## src/rtl/disaster_alert_ctrl.sv

```systemverilog
// Disaster alert controller: persistence-filtered hazard detection, sticky alarm latches, and prioritised LED/code outputs.
// Optional LED blinking is enabled by defining DWD_ALERT_BLINK_EN.
module disaster_alert_ctrl #(
    parameter int LVL_W     = 2,
    parameter int RAIN_TH   = 2,
    parameter int WIND_TH   = 2,
    parameter int LVL_TH    = 2,
    parameter int SEIS_TH   = 1,
    parameter int TSU_TH    = 2,
    parameter int PERSIST   = 4,
    parameter int BLINK_DIV = 8
) (
    input  logic             clk,
    input  logic             rst_n,
    input  logic [LVL_W-1:0] rain,
    input  logic [LVL_W-1:0] wind,
    input  logic [LVL_W-1:0] seismic,
    input  logic [LVL_W-1:0] level,
    input  logic             mode,
    input  logic             ack,
    output logic             flood_led,
    output logic             cyclone_led,
    output logic             earthquake_led,
    output logic             tsunami_led,
    output logic [1:0]       alarm_code,
    output logic             alarm_valid
);

    // Hazard slots in priority order; the slot index is also the alarm code.
    localparam int H_FLOOD   = 0;
    localparam int H_CYCLONE = 1;
    localparam int H_QUAKE   = 2;
    localparam int H_TSUNAMI = 3;

    localparam logic [LVL_W-1:0] MAX_LVL  = '1;
    localparam logic [LVL_W-1:0] RAIN_T   = LVL_W'(RAIN_TH);
    localparam logic [LVL_W-1:0] WIND_T   = LVL_W'(WIND_TH);
    localparam logic [LVL_W-1:0] LVL_T    = LVL_W'(LVL_TH);
    localparam logic [LVL_W-1:0] SEIS_T   = LVL_W'(SEIS_TH);
    localparam logic [LVL_W-1:0] TSU_T    = LVL_W'(TSU_TH);
    localparam logic [7:0]       PERSIST_C = 8'(PERSIST);

    logic [3:0] raw;
    logic [7:0] cnt_q [4];
    logic [7:0] cnt_d [4];
    logic [3:0] confirm;
    logic [3:0] latch_q, latch_d;
    logic [3:0] top_onehot;
    logic [3:0] led_sel;
    logic [3:0] led_q, led_d;
    logic [1:0] code_q, code_d;
    logic       valid_q, valid_d;

    always_comb begin
        raw[H_FLOOD]   = (rain >= RAIN_T) &
                         ((wind >= WIND_T) | (level >= LVL_T) | (rain == MAX_LVL));
        raw[H_CYCLONE] = (wind >= WIND_T) &
                         ((wind == MAX_LVL) | (level >= LVL_T) | (rain >= RAIN_T));
        raw[H_QUAKE]   = (seismic >= SEIS_T);
        raw[H_TSUNAMI] = (seismic >= TSU_T) & (level >= LVL_T);
    end

    always_comb begin
        // NOTE: every output of a combinational block gets a default first, so no path leaves it unassigned and infers a latch.
        for (int i = 0; i < 4; i++) begin
            cnt_d[i]   = '0;
            confirm[i] = 1'b0;
            if (raw[i]) begin
                cnt_d[i]   = (cnt_q[i] == PERSIST_C) ? cnt_q[i] : cnt_q[i] + 8'd1;
                confirm[i] = (cnt_d[i] == PERSIST_C);
            end
        end
        // A confirmation overrides a same-edge acknowledge; ack only drops hazards that have gone quiet.
        latch_d = confirm | (ack ? (latch_q & raw) : latch_q);
    end

    always_comb begin
        top_onehot = 4'b0000;
        code_d     = 2'b00;
        if (latch_q[H_FLOOD]) begin
            top_onehot[H_FLOOD] = 1'b1;
            code_d              = 2'b00;
        end else if (latch_q[H_CYCLONE]) begin
            top_onehot[H_CYCLONE] = 1'b1;
            code_d                = 2'b01;
        end else if (latch_q[H_QUAKE]) begin
            top_onehot[H_QUAKE] = 1'b1;
            code_d              = 2'b10;
        end else if (latch_q[H_TSUNAMI]) begin
            top_onehot[H_TSUNAMI] = 1'b1;
            code_d                = 2'b11;
        end
        valid_d = |latch_q;
        led_sel = mode ? latch_q : top_onehot;
    end

`ifdef DWD_ALERT_BLINK_EN
    localparam int            BW         = (BLINK_DIV > 1) ? $clog2(BLINK_DIV) : 1;
    localparam logic [BW-1:0] BLINK_LAST = BW'(BLINK_DIV - 1);

    logic [BW-1:0] blink_cnt_q, blink_cnt_d;
    logic          phase_q, phase_d;

    // The phase flips whenever the counter wraps through zero, which includes the first edge out of reset.
    always_comb begin
        blink_cnt_d = (blink_cnt_q == BLINK_LAST) ? '0 : blink_cnt_q + BW'(1);
        phase_d     = (blink_cnt_q == '0) ? ~phase_q : phase_q;
        led_d       = led_sel & {4{phase_d}};
    end

    always_ff @(posedge clk or negedge rst_n) begin
        if (!rst_n) begin
            blink_cnt_q <= '0;
            phase_q     <= 1'b0;
        end else begin
            blink_cnt_q <= blink_cnt_d;
            phase_q     <= phase_d;
        end
    end
`else
    assign led_d = led_sel;
`endif

    always_ff @(posedge clk or negedge rst_n) begin
        // NOTE: state is updated with non-blocking assignments so every flop samples the pre-edge values.
        if (!rst_n) begin
            // NOTE: the counter array is a handful of flops rather than a RAM, so it is reset like any other register.
            for (int i = 0; i < 4; i++) cnt_q[i] <= '0;
            latch_q <= '0;
            led_q   <= '0;
            code_q  <= 2'b00;
            valid_q <= 1'b0;
        end else begin
            for (int i = 0; i < 4; i++) cnt_q[i] <= cnt_d[i];
            latch_q <= latch_d;
            led_q   <= led_d;
            code_q  <= code_d;
            valid_q <= valid_d;
        end
    end

    assign flood_led      = led_q[H_FLOOD];
    assign cyclone_led    = led_q[H_CYCLONE];
    assign earthquake_led = led_q[H_QUAKE];
    assign tsunami_led    = led_q[H_TSUNAMI];
    assign alarm_code     = code_q;
    assign alarm_valid    = valid_q;

endmodule

```

## config.mk

```make
export PLATFORM = sky130hd
export DESIGN_NAME = disaster_alert_ctrl
export DESIGN_NICKNAME = d
export VERILOG_FILES = /design/src/rtl/disaster_alert_ctrl.sv
export SDC_FILE = /design/constraint.sdc
export NUM_CORES = 1
export LEC_CHECK = 0
export BUFFER_PORTS_ARGS = -buffer_cell sky130_fd_sc_hd__buf_2
export CAP_MARGIN = 20
export CORE_MARGIN = 8
export CORE_UTILIZATION = 65
export CTS_BUF_LIST = sky130_fd_sc_hd__clkbuf_2
export DETAILED_ROUTE_END_ITERATION = 10
export GPL_TIMING_DRIVEN = 0
export PLACE_DENSITY = 0.86
export SYNTH_ARGS = -nofsm -noshare
export SYNTH_HDL_FRONTEND = slang
export SYNTH_SLANG_ARGS = --single-unit
```

## constraint.sdc

```tcl
create_clock -name clk -period 3.6 [get_ports clk]
set_clock_uncertainty 0.2 [all_clocks]
set_input_delay 0.9 -clock clk [delete_from_list [all_inputs] [get_ports clk]]
set_output_delay 0.9 -clock clk [all_outputs]
set_load 0.1 [all_outputs]
```

==> out/summary.txt <==
cts hold-fix bufs - 0
Final ANT Viol Nets - 0
met1 Use GR - 20.28%
Period minus WS final - 2317 ps
largest net degree at the start of global routing - 44
IO Count - 19
Crit path max-delay family - buffers and inverters
Netlist cell types - 32
Reg2Reg Setup Slack - 1650 ps
busiest grt layer - met2
MaxCap Viol Count - 0
Root Buffer - clkbuf_2
total track usage - 16.26%
leading area contributor after synthesis - dfrtp_1
DR pass1 iterations - 4
sequential area share after synthesis - 50.53%
Die W - 73.24 um
Core ar. - 3078 um2
gpl congestion - 0.8936
Arr. time, crit path - 1220 ps
final setup fails - 0
CTS tree - done
Die Span Y - 73.24 um
worst rel slew slack - 39.96%
fraction of power spent switching nets - 41.23%
CP max FO - 1
clk slew on worst S/H paths - 220 ps
syn avg cell area - 9.724 um2
P per Cell Area - 518.8 nW/um2
max-slew violations - 0
actual slew at the worst max-slew pin - 893.0 ps
worst skew pair latency - 420 ps
number of synthesized register bits - 43
Setup crit end kind - primary output
wire per inst - 13.85 um
asr flop ratio synth - 100.0%
top cells by area, synth - dfrtp_1, nor2_1, xnor2_1
kind of critical path - reg2out
EDFF count, synth - 0
period utilisation layout - 64.36%
RSZ-0062 raised after global routing - no
via count - 1602
setup_tns - 0 ps
Switch Pwr - 494.1 uW
worst path cell trace - buf_2
mapped cell area - 2130 um2
leakage power - 1.057 nW
required time of the critical path - 2500 ps
most common cell in the netlist - dfrtp_1
Max stage delay on crit path - 420 ps
Diodes inserted - 0
Longest Clk Path Bufs - 2
Initial Util - 69.19%
min setup slack post-route - 1283 ps
number of global-route vias before repair - 1558
htree depth - 2
die area - 5364 um2
area grow syn2layout - 8.461%
DPL Wire Length - 2960 um
top post-synthesis cells by count - dfrtp_1, nor2_1, nand2_1
FP Rows - 20
first-pass GRT wire length - 6720 um
port bufs - 17
slowest stage cell, crit path - buf_2
Hold Crit Class - reg2reg
grt met2 use - 26.02%
post-CTS sizing - 0
Seq pwr share - 49.6%
GR Overflow Total - 0
Synth Warn # - 0
layout cells sized above 1 - 11.48%
Critical path buffers and inverters - 1
cts bufs inserted - 5
total clock sinks - 43
Place WS - 1129 ps
Power Internal - 704.2 uW
top_reg_cell synth - dfrtp_1
drt initial violations - 182
Post-Syn Nets - 239
Hold Vio Cnt, Final - 0
met3 Usage GRT - 4.121%
drt drc - 0
Clock Power Share - 16.7%
Mapped Cells - 219
Nets - 263
antenna violations before repair - 0
Via density - 5.563
combinational power share - 33.7%
final WL - 3989 um
run status - finished clean
VDD IR max - 268.3 uV
Yosys top cell area share - 50.53%
Startpoint Class - flop
Max Freq - 431.6 MHz
setup bufs post-CTS - 0
-- worst register-to-register path, cell delays in order (launching register included) --
cell and delay [ps]:
dfrtp_1 480, inv_1 100, ha_1 140, nor4b_4 230
nand3_1 160, a41o_1 250, a21oi_1 200, o41ai_2 100
-- flip-flops by register name, indices dropped and copies added, names as in the netlist --
signal and flops:
alarm_code 2, alarm_valid 1, cnt_q 32, latch_q 4, led_q 4
-- layout make-up --
cell class,instances,area (um2)
multi-input cells,161,997.2
well taps,44,55.05
plain buffers,1,3.754
clock inverters,3,15.01
flip-flops and latches,43,1076
clock buffers,5,25.02
inverters,14,52.55
fillers,227,768.2
repair buffers,17,85.08
-- routing by layer --
| metal | vias up | share of wire, % | routed length (um) |
|---|---|---|---|
| met2 | 32 | 49 | 1937 |
| li1 | 792 | - | - |
| met1 | 771 | 45 | 1814 |
| met4 | 0 | 1.4 | 54 |
| met3 | 7 | 4.6 | 182 |
| met5 | - | 0 | 0 |
-- path summary, 6_finish.rpt --
check	from	to	cells after the start
setup / recovery	alarm_code[1]$_DFF_PN0_	alarm_code[1]	1
hold / removal	latch_q[0]$_DFF_PN0_	led_q[0]$_DFF_PN0_	0
setup reg to reg	cnt_q[8]$_DFF_PN0_	latch_q[2]$_DFF_PN0_	7
hold reg to reg	latch_q[0]$_DFF_PN0_	led_q[0]$_DFF_PN0_	0
max in group asynchronous	rst_n	cnt_q[2]$_DFF_PN0_	1
min in group asynchronous	rst_n	led_q[3]$_DFF_PN0_	1
-- power by group through the flow --
stage	Sequential, mW	Clock (mW)	Combinational, mW
6_report	0.594	0.201	0.404
2_1_floorplan	0.733	0	0.188
5_1_grt	0.602	0.222	0.438
4_1_cts	0.593	0.205	0.405
3_5_place_dp	0.602	0	0.404
3_3_place_gp	0.601	0	0.397
-- metrics by stage --
step / std cells / util (%) / hold WS (ps) / instance area (um2) / power, mW
3_5_place_dp: 280 / 73.74 / 300.6 / 2270 / 1.006
3_3_place_gp: 280 / 73.74 / 304.7 / 2270 / 0.9981
6_report: 288 / 75.04 / 334.1 / 2310 / 1.198
2_1_floorplan: 219 / - / 248.2 / 2130 / 0.9211
4_1_cts: 288 / 75.04 / 335.6 / 2310 / 1.204
5_1_grt: 288 / 75.04 / 378.3 / 2310 / 1.262
-- logic make-up after synthesis --
group,Yosys count,share of synthesized area [%]
compound gates,22,7.404
xor+xnor,25,10.28
fa+ha+maj,8,4.701
buf+inv,15,2.644
flops,43,50.53
simple gates,106,24.44
-- placed cells by master, fill, tap and decap left out, types with 2 or more instances in the layout --
master and count:
a21oi_1 4, buf_2 17, inv_1 14, nor2b_1 4
ha_1 8, nand4_1 3, and2_1 2, nor4_1 2
and4_1 2, xor2_1 10, nand3_1 16, and3_1 2
a31oi_1 6, nand2b_1 2, nor3_1 10, clkinv_1 2
dfrtp_1 43, nor2_1 38, clkbuf_2 5, nand4b_1 3
o31ai_1 4, nand2_1 19, xnor2_1 15
No activity file was read; power rests on OpenSTA's default activity.
